--- config.mk ---
export PLATFORM = sky130hd
export DESIGN_NAME = avalon_to_wb_bridge_flat
export DESIGN_NICKNAME = d
export VERILOG_FILES = /design/src/rtl/wb_bridge_pkg.sv /design/src/rtl/avalon_to_wb_bridge_if.sv /design/src/rtl/avalon_to_wb_bridge.sv /design/src/flat_wrapper.sv
export SDC_FILE = /design/constraint.sdc
export NUM_CORES = 1
export LEC_CHECK = 0
export CORE_UTILIZATION = 46
export DETAILED_ROUTE_END_ITERATION = 8
export PLACE_DENSITY = 0.86
export SLEW_MARGIN = 10
export SYNTH_ARGS = -nofsm -noshare
export SYNTH_HDL_FRONTEND = slang
export SYNTH_SLANG_ARGS = --single-unit
--- constraint.sdc ---
create_clock -name wb_clk_i -period 3.15 [get_ports wb_clk_i]
set_input_delay 0.315 -clock wb_clk_i [delete_from_list [all_inputs] [get_ports wb_clk_i]]
set_output_delay 0.315 -clock wb_clk_i [all_outputs]
set_load 0.02 [all_outputs]
--- src/rtl/wb_bridge_pkg.sv ---
// Shared constants, FSM encoding and CTI helper for the Avalon-MM to Wishbone B3 bridge.
package wb_bridge_pkg;
   localparam logic [2:0] CTI_CLASSIC = 3'b000;
   localparam logic [2:0] CTI_INCR    = 3'b010;
   localparam logic [2:0] CTI_EOB     = 3'b111;
   localparam logic [1:0] BTE_LINEAR  = 2'b00;

   typedef enum logic [1:0] {
      ST_IDLE,
      ST_WR_BEAT,
      ST_WR_NEXT,
      ST_RD_BURST
   } bridge_state_t;

   function automatic logic [2:0] cti_for(input logic burst_en, input logic last_beat);
      if (!burst_en) return CTI_CLASSIC;
      return last_beat ? CTI_EOB : CTI_INCR;
   endfunction
endpackage

--- src/rtl/avalon_to_wb_bridge_if.sv ---
// Bus bundle for the bridge: Avalon-MM slave side plus Wishbone B3 master side.
// 'slave' is the bridge's view (an Avalon slave); 'master' is the surrounding system.
interface avalon_to_wb_bridge_if #(
   parameter int unsigned DW  = 32,
   parameter int unsigned AW  = 32,
   parameter int unsigned BCW = 3
);
   logic [AW-1:0]   s_av_address_i;
   logic [DW/8-1:0] s_av_byteenable_i;
   logic            s_av_read_i;
   logic            s_av_write_i;
   logic [DW-1:0]   s_av_writedata_i;
   logic [BCW-1:0]  s_av_burstcount_i;
   logic [DW-1:0]   s_av_readdata_o;
   logic            s_av_readdatavalid_o;
   logic            s_av_waitrequest_o;

   logic [AW-1:0]   wb_adr_o;
   logic [DW-1:0]   wb_dat_o;
   logic [DW/8-1:0] wb_sel_o;
   logic            wb_we_o;
   logic            wb_cyc_o;
   logic            wb_stb_o;
   logic [2:0]      wb_cti_o;
   logic [1:0]      wb_bte_o;
   logic [DW-1:0]   wb_dat_i;
   logic            wb_ack_i;
   logic            wb_err_i;
   logic            wb_rty_i;

   modport slave (
      input  s_av_address_i, s_av_byteenable_i, s_av_read_i, s_av_write_i,
             s_av_writedata_i, s_av_burstcount_i,
             wb_dat_i, wb_ack_i, wb_err_i, wb_rty_i,
      output s_av_readdata_o, s_av_readdatavalid_o, s_av_waitrequest_o,
             wb_adr_o, wb_dat_o, wb_sel_o, wb_we_o, wb_cyc_o, wb_stb_o, wb_cti_o, wb_bte_o
   );

   modport master (
      output s_av_address_i, s_av_byteenable_i, s_av_read_i, s_av_write_i,
             s_av_writedata_i, s_av_burstcount_i,
             wb_dat_i, wb_ack_i, wb_err_i, wb_rty_i,
      input  s_av_readdata_o, s_av_readdatavalid_o, s_av_waitrequest_o,
             wb_adr_o, wb_dat_o, wb_sel_o, wb_we_o, wb_cyc_o, wb_stb_o, wb_cti_o, wb_bte_o
   );
endinterface

--- src/rtl/avalon_to_wb_bridge.sv ---
// Avalon-MM slave to Wishbone B3 master bridge; Avalon bursts become WB incrementing
// bursts issued one beat at a time, all WB outputs driven straight from registers.
module avalon_to_wb_bridge
   import wb_bridge_pkg::*;
#(
   parameter int unsigned DW            = 32,
   parameter int unsigned AW            = 32,
   parameter int unsigned BCW           = 3,
   parameter bit          BURST_SUPPORT = 1'b1
) (
   input  logic                  wb_clk_i,
   input  logic                  wb_rst_i,
   avalon_to_wb_bridge_if.slave  bus,
   output logic                  bus_err_o
);
   localparam logic [AW-1:0] ADR_STEP = AW'(DW / 8);

   bridge_state_t   r_state;
   logic [AW-1:0]   r_adr;
   logic [DW-1:0]   r_dat;
   logic [DW/8-1:0] r_sel;
   logic [BCW-1:0]  r_cnt;
   logic            r_cyc;
   logic            r_stb;
   logic            r_we;
   logic [2:0]      r_cti;
   logic [DW-1:0]   r_rdata;
   logic            r_rvalid;
   logic            r_berr;

   logic            w_done;
   logic [BCW-1:0]  w_cnt_nxt;
   logic [BCW-1:0]  w_bc;

   // A retried beat is not consumed even if ack/err were also raised.
   assign w_done    = r_stb & ~bus.wb_rty_i & (bus.wb_ack_i | bus.wb_err_i);
   assign w_cnt_nxt = r_cnt - BCW'(1);
   assign w_bc      = (bus.s_av_burstcount_i == '0) ? BCW'(1) : bus.s_av_burstcount_i;

   always_ff @(posedge wb_clk_i) begin
      if (wb_rst_i) begin
         r_state  <= ST_IDLE;
         r_adr    <= '0;
         r_dat    <= '0;
         r_sel    <= '0;
         r_cnt    <= '0;
         r_cyc    <= 1'b0;
         r_stb    <= 1'b0;
         r_we     <= 1'b0;
         r_cti    <= CTI_CLASSIC;
         r_rdata  <= '0;
         r_rvalid <= 1'b0;
         r_berr   <= 1'b0;
      end else begin
         r_rvalid <= 1'b0;
         r_berr   <= 1'b0;
         case (r_state)
            ST_IDLE: begin
               if (bus.s_av_write_i || bus.s_av_read_i) begin
                  r_adr   <= bus.s_av_address_i;
                  r_sel   <= bus.s_av_byteenable_i;
                  r_cnt   <= w_bc;
                  r_cyc   <= 1'b1;
                  r_stb   <= 1'b1;
                  r_cti   <= cti_for(BURST_SUPPORT, w_bc == BCW'(1));
                  r_we    <= bus.s_av_write_i;
                  r_dat   <= bus.s_av_writedata_i;
                  r_state <= bus.s_av_write_i ? ST_WR_BEAT : ST_RD_BURST;
               end
            end
            ST_WR_BEAT: begin
               if (w_done) begin
                  r_berr <= bus.wb_err_i;
                  r_cnt  <= w_cnt_nxt;
                  r_adr  <= r_adr + ADR_STEP;
                  r_stb  <= 1'b0;
                  if (w_cnt_nxt == '0) begin
                     r_cyc   <= 1'b0;
                     r_we    <= 1'b0;
                     r_state <= ST_IDLE;
                  end else begin
                     r_state <= ST_WR_NEXT;
                  end
               end
            end
            ST_WR_NEXT: begin
               if (bus.s_av_write_i) begin
                  r_dat   <= bus.s_av_writedata_i;
                  r_sel   <= bus.s_av_byteenable_i;
                  r_stb   <= 1'b1;
                  r_cti   <= cti_for(BURST_SUPPORT, r_cnt == BCW'(1));
                  r_state <= ST_WR_BEAT;
               end
            end
            ST_RD_BURST: begin
               if (w_done) begin
                  r_rdata  <= bus.wb_dat_i;
                  r_rvalid <= 1'b1;
                  r_berr   <= bus.wb_err_i;
                  r_cnt    <= w_cnt_nxt;
                  r_adr    <= r_adr + ADR_STEP;
                  r_cti    <= cti_for(BURST_SUPPORT, w_cnt_nxt == BCW'(1));
                  if (w_cnt_nxt == '0) begin
                     r_cyc   <= 1'b0;
                     r_stb   <= 1'b0;
                     r_state <= ST_IDLE;
                  end
               end
            end
            default: r_state <= ST_IDLE;
         endcase
      end
   end

   assign bus.s_av_waitrequest_o   = wb_rst_i | ~((r_state == ST_IDLE) | (r_state == ST_WR_NEXT));
   assign bus.s_av_readdata_o      = r_rdata;
   assign bus.s_av_readdatavalid_o = r_rvalid;
   assign bus.wb_adr_o             = r_adr;
   assign bus.wb_dat_o             = r_dat;
   assign bus.wb_sel_o             = r_sel;
   assign bus.wb_we_o              = r_we;
   assign bus.wb_cyc_o             = r_cyc;
   assign bus.wb_stb_o             = r_stb;
   assign bus.wb_cti_o             = r_cti;
   assign bus.wb_bte_o             = BTE_LINEAR;
   assign bus_err_o                = r_berr;
endmodule
--- src/flat_wrapper.sv ---
// flat-port wrapper written by rule: the top's interface ports become plain ports
module avalon_to_wb_bridge_flat import wb_bridge_pkg::*;
#(
   parameter int unsigned DW            = 32,
   parameter int unsigned AW            = 32,
   parameter int unsigned BCW           = 3,
   parameter bit          BURST_SUPPORT = 1'b1
)
  (wb_clk_i, wb_rst_i, bus_err_o, bus_s_av_address_i, bus_s_av_byteenable_i, bus_s_av_read_i, bus_s_av_write_i, bus_s_av_writedata_i, bus_s_av_burstcount_i, bus_wb_dat_i, bus_wb_ack_i, bus_wb_err_i, bus_wb_rty_i, bus_s_av_readdata_o, bus_s_av_readdatavalid_o, bus_s_av_waitrequest_o, bus_wb_adr_o, bus_wb_dat_o, bus_wb_sel_o, bus_wb_we_o, bus_wb_cyc_o, bus_wb_stb_o, bus_wb_cti_o, bus_wb_bte_o);
  avalon_to_wb_bridge_if #(.DW(DW), .AW(AW), .BCW(BCW)) bus_i ();
  input  logic wb_clk_i;
  input  logic wb_rst_i;
  output logic bus_err_o;
  input wire logic [$bits(bus_i.s_av_address_i)-1:0] bus_s_av_address_i;
  input wire logic [$bits(bus_i.s_av_byteenable_i)-1:0] bus_s_av_byteenable_i;
  input wire logic [$bits(bus_i.s_av_read_i)-1:0] bus_s_av_read_i;
  input wire logic [$bits(bus_i.s_av_write_i)-1:0] bus_s_av_write_i;
  input wire logic [$bits(bus_i.s_av_writedata_i)-1:0] bus_s_av_writedata_i;
  input wire logic [$bits(bus_i.s_av_burstcount_i)-1:0] bus_s_av_burstcount_i;
  input wire logic [$bits(bus_i.wb_dat_i)-1:0] bus_wb_dat_i;
  input wire logic [$bits(bus_i.wb_ack_i)-1:0] bus_wb_ack_i;
  input wire logic [$bits(bus_i.wb_err_i)-1:0] bus_wb_err_i;
  input wire logic [$bits(bus_i.wb_rty_i)-1:0] bus_wb_rty_i;
  output wire logic [$bits(bus_i.s_av_readdata_o)-1:0] bus_s_av_readdata_o;
  output wire logic [$bits(bus_i.s_av_readdatavalid_o)-1:0] bus_s_av_readdatavalid_o;
  output wire logic [$bits(bus_i.s_av_waitrequest_o)-1:0] bus_s_av_waitrequest_o;
  output wire logic [$bits(bus_i.wb_adr_o)-1:0] bus_wb_adr_o;
  output wire logic [$bits(bus_i.wb_dat_o)-1:0] bus_wb_dat_o;
  output wire logic [$bits(bus_i.wb_sel_o)-1:0] bus_wb_sel_o;
  output wire logic [$bits(bus_i.wb_we_o)-1:0] bus_wb_we_o;
  output wire logic [$bits(bus_i.wb_cyc_o)-1:0] bus_wb_cyc_o;
  output wire logic [$bits(bus_i.wb_stb_o)-1:0] bus_wb_stb_o;
  output wire logic [$bits(bus_i.wb_cti_o)-1:0] bus_wb_cti_o;
  output wire logic [$bits(bus_i.wb_bte_o)-1:0] bus_wb_bte_o;
  assign bus_i.s_av_address_i = bus_s_av_address_i;
  assign bus_i.s_av_byteenable_i = bus_s_av_byteenable_i;
  assign bus_i.s_av_read_i = bus_s_av_read_i;
  assign bus_i.s_av_write_i = bus_s_av_write_i;
  assign bus_i.s_av_writedata_i = bus_s_av_writedata_i;
  assign bus_i.s_av_burstcount_i = bus_s_av_burstcount_i;
  assign bus_i.wb_dat_i = bus_wb_dat_i;
  assign bus_i.wb_ack_i = bus_wb_ack_i;
  assign bus_i.wb_err_i = bus_wb_err_i;
  assign bus_i.wb_rty_i = bus_wb_rty_i;
  assign bus_s_av_readdata_o = bus_i.s_av_readdata_o;
  assign bus_s_av_readdatavalid_o = bus_i.s_av_readdatavalid_o;
  assign bus_s_av_waitrequest_o = bus_i.s_av_waitrequest_o;
  assign bus_wb_adr_o = bus_i.wb_adr_o;
  assign bus_wb_dat_o = bus_i.wb_dat_o;
  assign bus_wb_sel_o = bus_i.wb_sel_o;
  assign bus_wb_we_o = bus_i.wb_we_o;
  assign bus_wb_cyc_o = bus_i.wb_cyc_o;
  assign bus_wb_stb_o = bus_i.wb_stb_o;
  assign bus_wb_cti_o = bus_i.wb_cti_o;
  assign bus_wb_bte_o = bus_i.wb_bte_o;
  avalon_to_wb_bridge #(.DW(DW), .AW(AW), .BCW(BCW), .BURST_SUPPORT(BURST_SUPPORT)) u_core (.wb_clk_i(wb_clk_i), .wb_rst_i(wb_rst_i), .bus(bus_i), .bus_err_o(bus_err_o));
endmodule
Yosys cells after proc, flatten, opt, wreduce, memory -nomap -nowiden

Index checks and enable logic that the tools add are counted.

Flip-flop bits (word level): 113
Bits of input ports: 110
Output and inout bits: 111
Logic and storage cells: 94

Add/subtract/negate cells: 2
Equality and inequality tests: 14
Mux-type cells: 38
Bitwise logic cells: 10
Reduce and logical (&&, ||, !) cells: 18

Operators with widths:

| operator              | number |
|---|---|
| $mux 32               | 4 |
| $pmux 32 s2           | 2 |
| $add 32x3->32 const B | 1 |
| $mux 3                | 9 |
| $mux 2                | 7 |
| $ne 2x1->1 const B    | 7 |
| $reduce_and 4->1      | 3 |
| $eq 3x1->1 const B    | 3 |
| $pmux 3 s3            | 1 |
| $mux 4                | 2 |
| $pmux 2 s4            | 1 |
| $pmux 4 s2            | 1 |
| $mux 1                | 7 |
| $logic_not 3->1       | 2 |
| $pmux 3 s2            | 1 |
| $reduce_and 3->1      | 2 |
| $reduce_bool 2->1     | 3 |
| $not 1->1             | 5 |
| $reduce_and 5->1      | 1 |
| $eq 2x2->1 const B    | 2 |
| $pmux 1 s2            | 2 |
| $pmux 1 s4            | 1 |
| $reduce_or 2->1       | 2 |
| $or 1x1->1            | 3 |
| other kinds (9)       | 10 |

Depth between registers and ports, before layout

Word-level depth: 6
Gate-level depth with buffers: 8
Mapped depth without buffers: 7

Worst setup path after synthesis

No wires, ideal clock.

Kind: reg2reg
Start: reg u_core.r_adr[2], in the netlist u_core.bus.wb_adr_o[2]
End: reg u_core.r_adr[14], in the netlist u_core.bus.wb_adr_o[14]
Library setup time: 103 ps
Arrival time: 1840 ps
Required time: 3047 ps
Slack: 1207 ps
Cell stages (with the launch flop): 8
Path buffers: 1
Clock period less this slack: 1943 ps
Cell sequence: dfxtp_1 -> ha_1 -> and3_1 -> buf_2 -> and3_1 -> nand3_1 -> mux2i_1 -> a2111oi_2

Longest elaborated chain between the ends: 3

RTL lines:

| element                | RTL line                                              | text |
|---|---|---|
| start, declared        | avalon_to_wb_bridge.sv:19                             | `logic [AW-1:0] r_adr;` |
| start signal, assigned | avalon_to_wb_bridge.sv:60                             | `r_adr <= bus.s_av_address_i;` |
| start signal, assigned | avalon_to_wb_bridge.sv:75                             | `r_adr <= r_adr + ADR_STEP;` |
| start signal, assigned | avalon_to_wb_bridge.sv:101                            | `r_adr <= r_adr + ADR_STEP;` |
| $add 32x3->32          | avalon_to_wb_bridge.sv:75, avalon_to_wb_bridge.sv:101 |  |
| $mux 32                | avalon_to_wb_bridge.sv:72, avalon_to_wb_bridge.sv:96  |  |
| $pmux 32 s2            | avalon_to_wb_bridge.sv:57                             | `case (r_state)` |

No other way between the ends. The select of a mux whose other input is x is not followed.
A chain may end at the register's enable or synchronous reset.

Worst setup path in the final report

Start: reg u_core.r_state[0]
End: out bus_s_av_waitrequest_o

Longest elaborated chain between the ends: 4
Elaborated cells between the ends (all ways): 5
Those cells by class: eq/ne (1); bitwise (3); reduce/logical (1)

RTL lines:

| element                                       | RTL line                   | text |
|---|---|---|
| start, declared                               | avalon_to_wb_bridge.sv:18  | `bridge_state_t r_state;` |
| start signal, assigned                        | avalon_to_wb_bridge.sv:68  | `r_state <= bus.s_av_write_i ? ST_WR_BEAT : ST_RD_BURST;` |
| $eq 2x2->1 or $logic_not 2->1 (tied branches) | avalon_to_wb_bridge.sv:115 | `assign bus.s_av_waitrequest_o = wb_rst_i \| ~((r_state == ST_IDLE) \| (r_state == ST_WR_NEXT));` |
| $or 1x1->1 *                                  | avalon_to_wb_bridge.sv:115 |  |
| $not 1->1 *                                   | avalon_to_wb_bridge.sv:115 |  |
| $or 1x1->1 *                                  | avalon_to_wb_bridge.sv:115 |  |
| end, declared                                 | flat_wrapper.sv:26         | `output wire logic [$bits(bus_i.s_av_waitrequest_o)-1:0] bus_s_av_waitrequest_o;` |

Every way passes the cells marked *; elsewhere a longest branch is shown, timed or not.

==> summary by stage <==
Synth
The synthesized area per cell is 7.92 sq um. The synthesized instance count is 647. Yosys attributes the largest share of cell area to dfxtp_1 44%, nand2_1 12%, a21oi_1 9.0%. Counting flops with an async set or reset pin after synthesis yields a share of 0%. The area fraction of the dominant cell type after synthesis is 43.7%. In the post-synthesis netlist, the cell with the most instances is nand2_1.

The synthesized design contains 112 register bits. The synthesized design contains 0 enable-type register cells. The commonest cells after synthesis are 166 x nand2_1, 112 x dfxtp_1, 92 x a21oi_1. The synthesized netlist occupies a cell area of 5130 sq um. The sequential area share after synthesis is 43.7%. The count of cell types in the netlist is 60.

The number of warnings reported in the yosys synthesis log is 0. The most used flip-flop cell after synthesis is dfxtp_1. The cell type with the highest aggregate area in the netlist is dfxtp_1.

STA
Between clock sinks in the finished design, the worst skew comes to 0.0139 ns. Setup repair after global routing left no endpoint under its margin. Summed over all failing endpoints, the final setup total negative slack is 0 ns. After layout, the worst path uses 75.7% of the clock period. At the pin with the least slew margin, the transition time is 0.808 ns. The shortest clock period the worst path allows after layout is 2.38 ns. The worst pin sits at a relative slew slack of 46.1%. Once routing completed, OpenROAD measured the worst setup slack at 0.767 ns. The number of hold violations in the final report is 0. Setup violations remaining at the end of the flow were counted as 0. Derived from the worst setup path, the maximum achievable clock frequency is 420 MHz.

The final number of max-transition violations is 0.

Power
The internal portion of the total power is 2310 uW. The analysis attributes to cell leakage a power of 0.00277 uW. VDD sags by at most 0.342 mV. The share of total power dissipated in combinational logic is 26.1%.

The clock network fraction of design power is 25.5%. The switching power is 1060 uW. The ratio of total power to cell area is 448 nW/um^2. The switching part of the total power is 31.5%. Registers are responsible for 48.4% of the overall power.

Route
After detailed routing, the average wire length per cell comes to 15.7 microns. After detailed routing, the number of vias per cell comes to 5.51. The count of nets left with antenna violations once routing finished came out at 0. After detailed routing, the met3 layer carries 1.29 mm of wire. Across all layers, the routed design uses 5430 vias. The detailed router finished its first iteration with 456 violations.

After detailed routing, the met2 layer carries 7.57 mm of wire. The routed design has 15.5 mm of wire. After detailed routing, the number of remaining DRC violations is 0.

The top layer reached by signal wires is met4. In the final routing, the length of wire on met1 measures 6.27 mm. The first detailed-routing pass ran for 5 iterations.

Die
From bottom edge to top edge, the die measures 108 microns. The starting density of the core is 47.3%. The width of the chip is 108 microns.

The die covers 11600 sq um. The number of top-level design ports is 221. The core box area is 10800 sq um. The row count is 38.

Critical path
Along the worst path, the maximum fanout reaches 27. The largest single stage delay on the critical path is 0.59 ns. The library cell contributing the largest single delay on the critical path is clkdlybuf4s50_1. Setup slack on the worst reg-to-reg path comes out at 1.03 ns. STA classifies the critical path startpoint as a flop.

The endpoint identified for the worst register-to-register timing path is u_core.bus.wb_adr_o[14]$_SDFFE_PP0P_. On the critical path the largest part of the delay comes from buffers and inverters. In this run the critical register-to-register path is launched from u_core.bus.wb_adr_o[2]$_SDFFE_PP0P_. The category of the worst setup path capture point is a primary output. Traced cell by cell, the critical path runs through buf_4 -> or2_2 -> clkdlybuf4s50_1. The worst-case reg-to-reg path depth is 6. The worst setup path is of the flop to primary output kind. STA puts the critical path data arrival time at 2.07 ns. The startpoint of the worst setup timing path is u_core.r_state[0]$_SDFFE_PP0P_. For the worst setup path, the data required time is 2.83 ns.

Together, buffers and inverters on the worst path number 2.

Clock tree
The number of buffers added by the clock tree synthesis step is 9. TritonCTS built the clock tree. The later pin in the worst-skew pair is clocked with a latency of 0.38 ns. The clock passes through at most 2 buffers. The tree built by TritonCTS fans out to 112 sinks.

The post-CTS repair timing setup buffer count is 0. The count of H-tree levels built during CTS is 3. Clock-pin slew was measured on the worst setup and hold paths at 0.10 ns. The clock root buffer master is clkbuf_8. The count of hold buffers inserted by post-cts repair is 0. Gates resized during post-CTS repair numbered 0.

Global routing
The number of antenna violations at the first check in global routing came to 0. The pin count of the biggest net entering global routing is 70. The total track usage is 26.4%. The global-route wire length before repair is 24.2 mm. The via count of the first global-routing pass is 5084.

The leftover overflow at the end of global routing is 0.

Layout
The antenna diode count is 0. The synthesis-to-finish area growth is 46.9%. The total of fill cells in the finished design is 894. The net total in the final layout is 954.

In the final layout, the share of cells above drive strength 1 is 6.15%.

Run
Max-cap violations in this run came to 0.

Placement
The HPWL after detailed placement is 11.2 mm. The number of buffer cells added on primary ports is 218. Timing analysis after detailed placement gives a worst setup slack of 0.582 ns. The last weighted congestion value of the routability-driven placer is 0.891.

Run status
The run finished with clean final reports.

Min path
The worst hold path terminates at u_core.bus.s_av_readdatavalid_o$_SDFF_PP0_. The worst hold path startpoint is wb_rst_i. The worst hold path stage count is 2.

The worst hold path belongs to the class input pin to flop.
==> through the flow <==
stage	hold WS, ns	std cells	cell area, sq um	power (uW)	utilization [%]
after global routing	0.399	986	7530	3530	69.5
final	0.394	986	7530	3380	69.5
after global placement	0.441	970	7340	2510	67.7
after floorplan	0.429	648	5130	2120	-
after CTS	0.383	986	7530	3390	69.5
after detailed placement	0.448	970	7340	2540	67.7
==> power by group through the flow <==
| stage | Sequential (uW) | Combinational [uW] | Clock (uW) |
|---|---|---|---|
| finish | 1630 | 881 | 862 |
| global route | 1650 | 944 | 937 |
| CTS | 1630 | 881 | 877 |
| detailed placement | 1660 | 876 | 0 |
| global placement | 1660 | 851 | 0 |
| floorplan | 1750 | 370 | 0 |
==> sequential cells by signal, summed over array words and instances (netlist names) <==
signal	flops
u_core.bus.s_av_readdata_o	32
u_core.bus.wb_adr_o	32
u_core.bus.wb_dat_o	32
u_core.bus.wb_sel_o	4
u_core.r_cnt	3
u_core.bus.wb_cti_o	2
u_core.r_state	2
u_core.bus.s_av_readdatavalid_o	1
u_core.bus.wb_cyc_o	1
u_core.bus.wb_stb_o	1
u_core.bus.wb_we_o	1
u_core.bus_err_o	1
==> cell usage in the layout, fill, tap and decap left out, types with 4 or more instances in the layout <==
cell	n
nor3b_1	4
dfxtp_1	112
o21ai_0	12
and2_1	4
a31oi_1	8
a22oi_1	10
nand2_1	166
clkbuf_8	9
nor2_1	43
nand4_1	13
mux2i_1	15
inv_1	6
o22ai_1	11
nor3_1	7
clkdlybuf4s50_1	217
a2111oi_2	5
buf_4	12
and3_1	11
nand3_1	20
a21oi_1	92
nor2b_1	4
==> worst max path at each step <==
stage	end	slack [ns]	cells past startpoint
after CTS	bus_s_av_waitrequest_o	0.77	3
after global routing	bus_s_av_waitrequest_o	0.72	3
after detailed placement	u_core.bus.wb_adr_o[30]$_SDFFE_PP0P_	0.58	6
after floorplan	u_core.bus.wb_adr_o[14]$_SDFFE_PP0P_	1.21	7
after global placement	u_core.bus.wb_adr_o[31]$_SDFFE_PP0P_	0.65	6
final	bus_s_av_waitrequest_o	0.77	3
==> cell type report <==
cell class / count / area (sq um) / share of cell area [%]
Multi-Input combinational cell: 482 / 2630 / 35.0
Timing Repair Buffer: 229 / 2260 / 30.0
Sequential cell: 112 / 2240 / 29.8
Tap cell: 140 / 175 / 2.33
Clock buffer: 9 / 124 / 1.64
Clock inverter: 7 / 70.1 / 0.930
Inverter: 7 / 26.3 / 0.349
==> cells by family after synthesis <==
logic type	after synthesis	share of synthesized area, %
AND/OR/NAND/NOR	293	26.8
AO/OA/AOI/OAI	161	19.0
flip-flops	112	43.7
buffers and inverters	54	5.05
multiplexers	20	4.10
adder cells (fa/ha/maj)	3	0.732
XOR/XNOR	3	0.513
other	1	0.0731
==> per-layer routing <==
metal  global-route usage (%)  up-vias
met5                        0        -
met4                     11.8        0
met3                     5.75       30
met2                     44.6      245
met1                     31.9     2531
li1                         -     2624
==> worst reg2reg max path, cell delays in order, from the launching register on <==
cell and delay, ns:
dfxtp_1 0.46, ha_1 0.24, and3_1 0.41, and3_1 0.30
nand3_1 0.11, mux2i_1 0.15, a2111oi_2 0.35
No activity file was read; power rests on OpenSTA's default activity.
